$ cat config.mk
export PLATFORM = sky130hd
export DESIGN_NAME = aes_key_schedule_seq
export DESIGN_NICKNAME = d
export VERILOG_FILES = /design/src/rtl/aes_key_schedule_seq.sv
export SDC_FILE = /design/constraint.sdc
export NUM_CORES = 2
export LEC_CHECK = 0
export CORE_MARGIN = 2
export CORE_UTILIZATION = 40
export DETAILED_ROUTE_END_ITERATION = 10
export SLEW_MARGIN = 20
export SYNTH_ARGS = -nofsm -noshare
export SYNTH_HDL_FRONTEND = slang
export SYNTH_SLANG_ARGS = --single-unit
$ cat constraint.sdc
create_clock -name clk -period 44.9 [get_ports clk]
set_input_delay 6.735 -clock clk [delete_from_list [all_inputs] [get_ports clk]]
set_output_delay 6.735 -clock clk [all_outputs]
set_load 0.01 [all_outputs]
$ cat src/rtl/aes_key_schedule_seq.sv
// Iterative AES-128/192/256 key schedule: one 32-bit schedule word per clock,
// streamed out as 128-bit round keys over a valid/ready handshake.
module aes_key_schedule_seq #(
  parameter int MAX_KEY_BITS = 256
) (
  input  logic                    clk,
  input  logic                    rst,
  input  logic                    start,
  input  logic [1:0]              key_len,
  input  logic [MAX_KEY_BITS-1:0] cipher_key,
  output logic                    busy,
  output logic                    err,
  output logic                    rk_valid,
  input  logic                    rk_ready,
  output logic [3:0]              rk_index,
  output logic [127:0]            rk_data,
  output logic                    rk_last
);

  localparam int MAX_WORDS = MAX_KEY_BITS / 32;

  localparam logic [2047:0] SBOX_TBL = {
    128'h637c777bf26b6fc53001672bfed7ab76, 128'hca82c97dfa5947f0add4a2af9ca472c0,
    128'hb7fd9326363ff7cc34a5e5f171d83115, 128'h04c723c31896059a071280e2eb27b275,
    128'h09832c1a1b6e5aa0523bd6b329e32f84, 128'h53d100ed20fcb15b6acbbe394a4c58cf,
    128'hd0efaafb434d338545f9027f503c9fa8, 128'h51a3408f929d38f5bcb6da2110fff3d2,
    128'hcd0c13ec5f974417c4a77e3d645d1973, 128'h60814fdc222a908846eeb814de5e0bdb,
    128'he0323a0a4906245cc2d3ac629195e479, 128'he7c8376d8dd54ea96c56f4ea657aae08,
    128'hba78252e1ca6b4c6e8dd741f4bbd8b8a, 128'h703eb5664803f60e613557b986c11d9e,
    128'he1f8981169d98e949b1e87e9ce5528df, 128'h8ca1890dbfe6426841992d0fb054bb16
  };

  function automatic logic [7:0] sbox(input logic [7:0] x);
    return SBOX_TBL[{~x, 3'b000} +: 8];
  endfunction

  typedef enum logic [1:0] {IDLE, GEN, DRAIN} state_t;
  state_t state, state_next;

  logic [1:0]  klen;
  logic [31:0] hist [8];     // hist[k] = w[i-1-k]; preloaded so the key drains out first
  logic [5:0]  widx;
  logic [2:0]  nk_cnt;       // i mod Nk
  logic        past_key;     // i >= Nk
  logic [7:0]  rc;
  logic [95:0] asm_buf;
  logic [3:0]  round_cnt;

  logic [3:0]  start_nk;
  logic        start_ok;
  logic [31:0] key_word [8];
  logic [31:0] preload [8];
  logic [2:0]  old_sel;
  logic [3:0]  nr;
  logic [5:0]  last_widx;
  logic [31:0] prev, old, sub_in, sub_out, w_new;
  logic        gen_en, xfer;

  always_comb begin
    start_nk = 4'd8;
    case (key_len)
      2'd0:    start_nk = 4'd4;
      2'd1:    start_nk = 4'd6;
      default: start_nk = 4'd8;
    endcase
    start_ok = (key_len != 2'd3) && (32 * int'(start_nk) <= MAX_KEY_BITS);
  end

  for (genvar gi = 0; gi < 8; gi++) begin : g_key
    if (gi < MAX_WORDS) begin : g_used
      assign key_word[gi] = cipher_key[MAX_KEY_BITS-1-32*gi -: 32];
    end else begin : g_unused
      assign key_word[gi] = 32'h0;
    end
    assign preload[gi] = (gi < int'(start_nk)) ?
                         key_word[3'(start_nk - 4'd1 - 4'(gi))] : 32'h0;
  end

  always_comb begin
    old_sel   = 3'd7;
    nr        = 4'd14;
    last_widx = 6'd59;
    case (klen)
      2'd0: begin old_sel = 3'd3; nr = 4'd10; last_widx = 6'd43; end
      2'd1: begin old_sel = 3'd5; nr = 4'd12; last_widx = 6'd51; end
      default: ;
    endcase
  end

  assign prev   = hist[0];
  assign old    = hist[old_sel];
  assign sub_in = (nk_cnt == 3'd0) ? {prev[23:0], prev[31:24]} : prev;

  for (genvar gi = 0; gi < 4; gi++) begin : g_sbox
    assign sub_out[8*gi +: 8] = sbox(sub_in[8*gi +: 8]);
  end

  always_comb begin
    w_new = old ^ prev;
    if (!past_key)
      w_new = old;
    else if (nk_cnt == 3'd0)
      w_new = old ^ sub_out ^ {rc, 24'h0};
    else if (klen == 2'd2 && nk_cnt == 3'd4)
      w_new = old ^ sub_out;
  end

  // The group-completing word waits until the output register can take it.
  assign gen_en = (state == GEN) && !(widx[1:0] == 2'd3 && rk_valid && !rk_ready);
  assign xfer   = gen_en && (widx[1:0] == 2'd3);
  assign busy   = (state != IDLE);

  always_comb begin
    state_next = state;
    case (state)
      IDLE:    if (start && start_ok) state_next = GEN;
      GEN:     if (gen_en && widx == last_widx) state_next = DRAIN;
      DRAIN:   if (rk_valid && rk_ready && rk_last) state_next = IDLE;
      default: state_next = IDLE;
    endcase
  end

  always_ff @(posedge clk or posedge rst) begin
    if (rst) state <= IDLE;
    else     state <= state_next;
  end

  always_ff @(posedge clk or posedge rst) begin
    if (rst) begin
      klen      <= 2'd0;
      widx      <= 6'd0;
      nk_cnt    <= 3'd0;
      past_key  <= 1'b0;
      rc        <= 8'h0;
      asm_buf   <= 96'h0;
      round_cnt <= 4'd0;
      err       <= 1'b0;
      rk_valid  <= 1'b0;
      rk_index  <= 4'd0;
      rk_data   <= 128'h0;
      rk_last   <= 1'b0;
      for (int k = 0; k < 8; k++) hist[k] <= 32'h0;
    end else begin
      err <= (state == IDLE) && start && !start_ok;
      if (state == IDLE && start && start_ok) begin
        klen      <= key_len;
        widx      <= 6'd0;
        nk_cnt    <= 3'd0;
        past_key  <= 1'b0;
        rc        <= 8'h01;
        round_cnt <= 4'd0;
        for (int k = 0; k < 8; k++) hist[k] <= preload[k];
      end else if (gen_en) begin
        widx <= widx + 6'd1;
        hist[0] <= w_new;
        for (int k = 1; k < 8; k++) hist[k] <= hist[k-1];
        if (nk_cnt == old_sel) begin
          nk_cnt   <= 3'd0;
          past_key <= 1'b1;
        end else begin
          nk_cnt <= nk_cnt + 3'd1;
        end
        if (past_key && nk_cnt == 3'd0)
          rc <= {rc[6:0], 1'b0} ^ (rc[7] ? 8'h1b : 8'h00);
        case (widx[1:0])
          2'd0:    asm_buf[95:64] <= w_new;
          2'd1:    asm_buf[63:32] <= w_new;
          2'd2:    asm_buf[31:0]  <= w_new;
          default: ;
        endcase
      end

      if (xfer) begin
        rk_valid  <= 1'b1;
        rk_data   <= {asm_buf, w_new};
        rk_index  <= round_cnt;
        rk_last   <= (round_cnt == nr);
        round_cnt <= round_cnt + 4'd1;
      end else if (rk_valid && rk_ready) begin
        rk_valid <= 1'b0;
        rk_last  <= 1'b0;
      end
    end
  end

endmodule
# Word level (Yosys, flattened, before mapping)
# Index checks and enable logic that the tools add are counted.
totals:
  reg_bits: 513
  in_bits: 262
  output_inout_bits: 136
op_classes:
  add_sub_neg: 11
  order_cmp: 18
  n_eq_ne: 16
  shifts: 4
  muxes: 66
  n_bitwise: 18
  n_reduce_logical: 34
op_table:
  columns: ["op", "n"]
  rows:
  - ["indexed part select 2048 x 12 -> 8 bit, first input constant", 4]
  - ["2-to-1 mux 32 bit", 30]
  - ["binary-select mux 32 bit (select 3 bit)", 9]
  - ["2-to-1 mux 256 bit", 2]
  - ["bitwise XOR 32 bit", 3]
  - ["greater-or-equal comparator 4 bit, second input constant", 9]
  - ["NOT 3 -> 4 bit", 9]
  - ["NOT 8 bit", 4]
  - ["2-to-1 mux 8 bit", 3]
  - ["less-than comparator 3 x 4 -> 1 bit, first input constant", 4]
  - ["logical AND 1 bit", 14]
  - ["2-to-1 mux 6 bit", 2]
  - ["case mux 3 bit (2 select lines)", 2]
  - ["AND reduction 3 bit", 4]
  - ["nonzero test 2 bit", 6]
  - ["subtractor 3 bit, second input constant", 4]
  - ["case mux 5 bit (2 select lines)", 1]
  - ["less-or-equal comparator 9 bit, second input constant", 1]
  - ["2-to-1 mux 3 bit", 3]
  - ["== test 2 x 1 -> 1 bit, second input constant", 4]
  - ["== test 2 bit, second input constant", 4]
  - ["logical NOT 2 bit", 4]
  - ["less-than comparator 1 x 4 -> 1 bit, first input constant", 2]
  - ["less-than comparator 2 x 4 -> 1 bit, first input constant", 2]
  - ["other kinds (22)", 37]

# Longest topological paths before layout
logic_depth:
  depth_word: 12
  mapped_depth: 21
  depth_no_buf: 17

# Worst setup path before layout
# Ideal clock, no wire load.
synth_path:
  kind: "input to register"
  start: "input port rk_ready"
  end: "register asm_buf[79]"
  arrival_ns: 8.347
  required_ns: 44.775
  path_slack_ns: 36.428
  cell_stages: 7
  cell_sequence: "nor2b_1 a21oi_1 clkbuf_1 and2_0 buf_1 clkbuf_1 mux2_2"
synth_between:
  elab_chain_cells: 5
synth_lines:
  columns: ["item", "line", "source"]
  rows:
  - ["start: declaration", "14", "input logic rk_ready,"]
  - ["logical NOT 1 bit", "109", "assign gen_en = (state == GEN) && !(widx[1:0] == 2'd3 && rk_valid && !rk_ready);"]
  - ["logical AND 1 bit", "109", null]
  - ["logical NOT 1 bit", "109", null]
  - ["logical AND 1 bit", "109", null]
  - ["AND reduction 3 bit (no source line)", null, null]
  - ["end signal: assignment", "166", "2'd0: asm_buf[95:64] <= w_new;"]
  - ["end: declaration", "46", "logic [95:0] asm_buf;"]
# No other way between the ends.
# A chain may end at the register's enable or synchronous reset.

# Final worst setup path
layout_path:
  start: "input port rk_ready"
  end: "register rc[6]"
layout_between:
  elab_chain_cells: 6
layout_lines:
  columns: ["item", "line", "source"]
  rows:
  - ["logical NOT 1 bit", "109", null]
  - ["logical AND 1 bit", "109", null]
  - ["logical NOT 1 bit", "109", null]
  - ["logical AND 1 bit", "109", null]
  - ["nonzero test 2 bit (no source line)", null, null]
  - ["AND reduction 2 bit (no source line)", null, null]
  - ["end signal: assignment", "164", "rc <= {rc[6:0], 1'b0} ^ (rc[7] ? 8'h1b : 8'h00);"]
  - ["end: declaration", "45", "logic [7:0] rc;"]
# No other way between the ends.

==> results.tsv <==
stage	metric	value	unit
synth	synth_area_leaders	dfrtp_1 32%, nand2_1 7.7%, mux2i_1 6.6%	
setup_path	reg2reg_to	asm_buf[17]$_DFFE_PP0P_	
synth	synth-main-ff-cell	dfrtp_1	
placement	place_congestion	1.021	
setup_path	crit_buf_inv	4	
setup_path	slowest_delay	0.86	ns
die	die_area	102100	um2
drt	drtIter0Drc	5953	
setup_path	cp-end-kind	flop	
setup_path	arrival	10.60	ns
global_routing	gr-usage-all-layers	37.70	%
drt	wl	199.6	mm
synth	ys_seq_area_share	32.24	%
clock_network	hold_buffers	0	
placement	place_inst	6324	
synth	synth_compound_area_share	32.09	%
clock_network	cts_tree	done	
cells_and_area	final_cells	6436	
synth	synth-xor-area-share	0.9646	%
global_routing	grt_pass1_vias	40840	
clock_network	clockBufferDepth	3	
flow_run	max-cap-violations	0	
synth	synth_top_family_by_area	compound AO/OA/AOI/OAI gates	
drt	wl_met3	19.53	mm
sta	hold_viol	0	
synth	synth_seq_cells	513	
die	ioPinCount	398	
synth	synthAdderAreaFrac	1.225	%
sta	rsz0062_at_grt	no	
clock_network	htree_levels	2	
cells_and_area	fill_cells	9752	
sta	period_minus_slack	10.10	ns
cells_and_area	synthToLayoutAreaGrowth	16.98	%
setup_path	cp_top_family	buffers and inverters	
clock_network	cts_buffers	56	
synth	yosys_warnings	0	
cells_and_area	layout-drive-gt1-share	9.102	%
clock_network	cts_sinks	513	
setup_path	rrSetupSlack	36.86	ns
drt	drtPass1Iterations	8	
drt	wl_per_cell	31.02	um
cells_and_area	multiInputGateArea	24770	um2
min_path	min_path_type	reg -> reg	
global_routing	grt_pass1_wl	291.0	mm
die	die_y	319.5	um
drt	wl_met1	84.37	mm
cells_and_area	nets	5396	
synth	ys_async_sr_fraction	100.0	%
placement	hpwl	140.2	mm
setup_path	crit_fanout	89	
global_routing	grt_max_degree	204	
setup_path	crit_path_cell_trace	clkdlybuf4s50_1 -> nor2b_1 -> a21oi_4 -> buf_4 -> buf_4 -> buf_4 -> nand3_1 -> nand2_1 -> a21oi_1	
placement	portBuffers	397	
drt	met2_length	86.35	mm
global_routing	antenna_found_initial	9	
drt	top_layer	met5	
min_path	holdPathEnd	rk_data[52]$_DFFE_PP0P_	
setup_path	r2r_start	nk_cnt[1]$_DFFE_PP0P_	
sta	drv_slew	0	
clock_network	clock_latency	0.66	ns
sta	clock_skew	0.02894	ns
synth	synth_cell_type_count	101	
setup_path	path_class	in -> reg	
global_routing	overflow	0	
outcome	outcome	completed	
setup_path	required	45.40	ns
clock_network	postCtsSetupRepairBufs	0	
synth	syn_inst	5032	
clock_network	clk_pin_slew_worst_paths	0.06	ns
setup_path	crit_top_cell	buf_4	
synth	syn-cell-area	39820	um2
drt	drc	0	
sta	timing.setup.tns	0	ns
drt	avgViaCountPerCell	6.785	
synth	synth_mux_area_share	10.45	%
synth	synth_top_area_share	32.24	%
setup_path	critPathLaunchType	input pin	
sta	postLayoutSetupSlackWorst	34.80	ns
clock_network	cts_resized	0	
synth	synth.net_count	5333	
setup_path	r2r_cells	18	
sta	fmax	99.05	MHz
setup_path	cp_slowest_cell	buf_4	
die	initial_core_util	40.40	%
sta	tightest_slew	1.280	ns
die	fp.dieW	319.5	um
sta	finalSetupViolCount	0	
sta	slew_headroom	14.07	%
synth	synth_area_per_cell	7.914	um2
drt	drtAntennaViolNets	0	
synth	yosys.area_share.simple	16.64	%
cells_and_area	seqCellArea	12840	um2
min_path	holdPathStages	2	
clock_network	cts-root-buf	clkbuf_16	
die	num_rows	115	
drt	via_count	43670	
min_path	holdCritStartpoint	asm_buf[20]$_DFFE_PP0P_	
synth	synth_edf_count	0	
die	core	98560	um2
synth	yosysTopAreaCell	dfrtp_1	
sta	final.period_utilization	22.49	%
placement	pre_cts_ws	34.29	ns
[synth_stat cells, drive strengths merged, types with 47 or more instances]
cell type  count
a22oi        184
clkbuf       315
a221oi        54
inv           47
buf          219
a31oi        138
nand3         93
a211oi       106
mux2i        268
a221o         57
dfrtp        513
nor2         403
o21ai        445
nor3          74
a21oi        410
mux2         125
nand2        812
o211ai        77
[worst reg2reg max path, delay by kind of cell, from the launching register on]
kind                       cells  cell delay, ns
DFF                            1            0.43
and+or+nand+nor                1            0.25
adders and majority gates      2            0.93
muxes                          2            0.90
AOI/OAI and AO/OA              7            2.45
xor gates and xnor gates       1            0.86
buffers and inverters          5            2.15
[layout by cell type, fill, tap and decap left out, drive strengths merged, types with 74 or more instances in the layout]
cell / n
nor3: 74
a31oi: 138
nor2: 403
buf: 144
a211oi: 106
mux2i: 268
o211ai: 77
a22oi: 184
clkbuf: 76
nand2: 812
clkdlybuf4s50: 395
dfrtp: 513
o21ai: 445
nand3: 93
a21oi: 410
mux2: 125
[cell type report]
class / count / area share, %
flip-flops and latches: 513 / 27.57
clock buffers: 76 / 3.516
multi-input cells: 3937 / 53.18
clock inverters: 29 / 0.9213
well taps: 1287 / 3.457
diodes: 7 / 0.03760
inverters: 48 / 0.4029
repair buffers: 539 / 10.92
[how the worst max path moves through the flow]
stage,from,to,slack (ns),cells after the start
after floorplan,rst,asm_buf[0]$_DFFE_PP0P_,23.84,1
after global placement,rk_ready,rc[0]$_DFFE_PP0P_,34.25,9
after detailed placement,rk_ready,rc[0]$_DFFE_PP0P_,34.29,9
after CTS,rk_ready,rc[0]$_DFFE_PP0P_,34.97,9
after global routing,rst,asm_buf[20]$_DFFE_PP0P_,34.55,5
final,rk_ready,rc[6]$_DFFE_PP0P_,34.80,9
[per-stage QoR]
stage	hold slack (ns)	util, %	area (um2)
2_1_floorplan	0.4348	-	39820
3_3_place_gp	0.4448	45.12	44470
3_5_place_dp	0.4486	45.14	44490
4_1_cts	0.4611	47.24	46560
5_1_grt	0.4696	47.24	46570
6_report	0.4583	47.26	46580
[metal layers]
metal	vias to the layer above	GRT usage, %
li1	18960	-
met1	21440	52.76
met2	2752	56.59
met3	510	7.744
met4	2	15.23
met5	-	0
[cell families after synthesis]
family / count (synthesis)
AO/OA/AOI/OAI: 1906
AND/OR/NAND/NOR: 1554
buffers and inverters: 582
flip-flops: 513
multiplexers: 395
XOR/XNOR: 43
adder cells (fa/ha/maj): 39
[flip-flops by register name, summed over array words and instances, names as in the netlist, 2 cells and up]
signal and count:
asm_buf 96, hist 224, klen 2, nk_cnt 3, prev 32, rc 8
rk_data 128, rk_index 4, round_cnt 4, state 2, widx 6
Power is left out: the tool's default activity adds up to more than one toggle a clock period on the data nets, which glitch-free logic cannot reach.
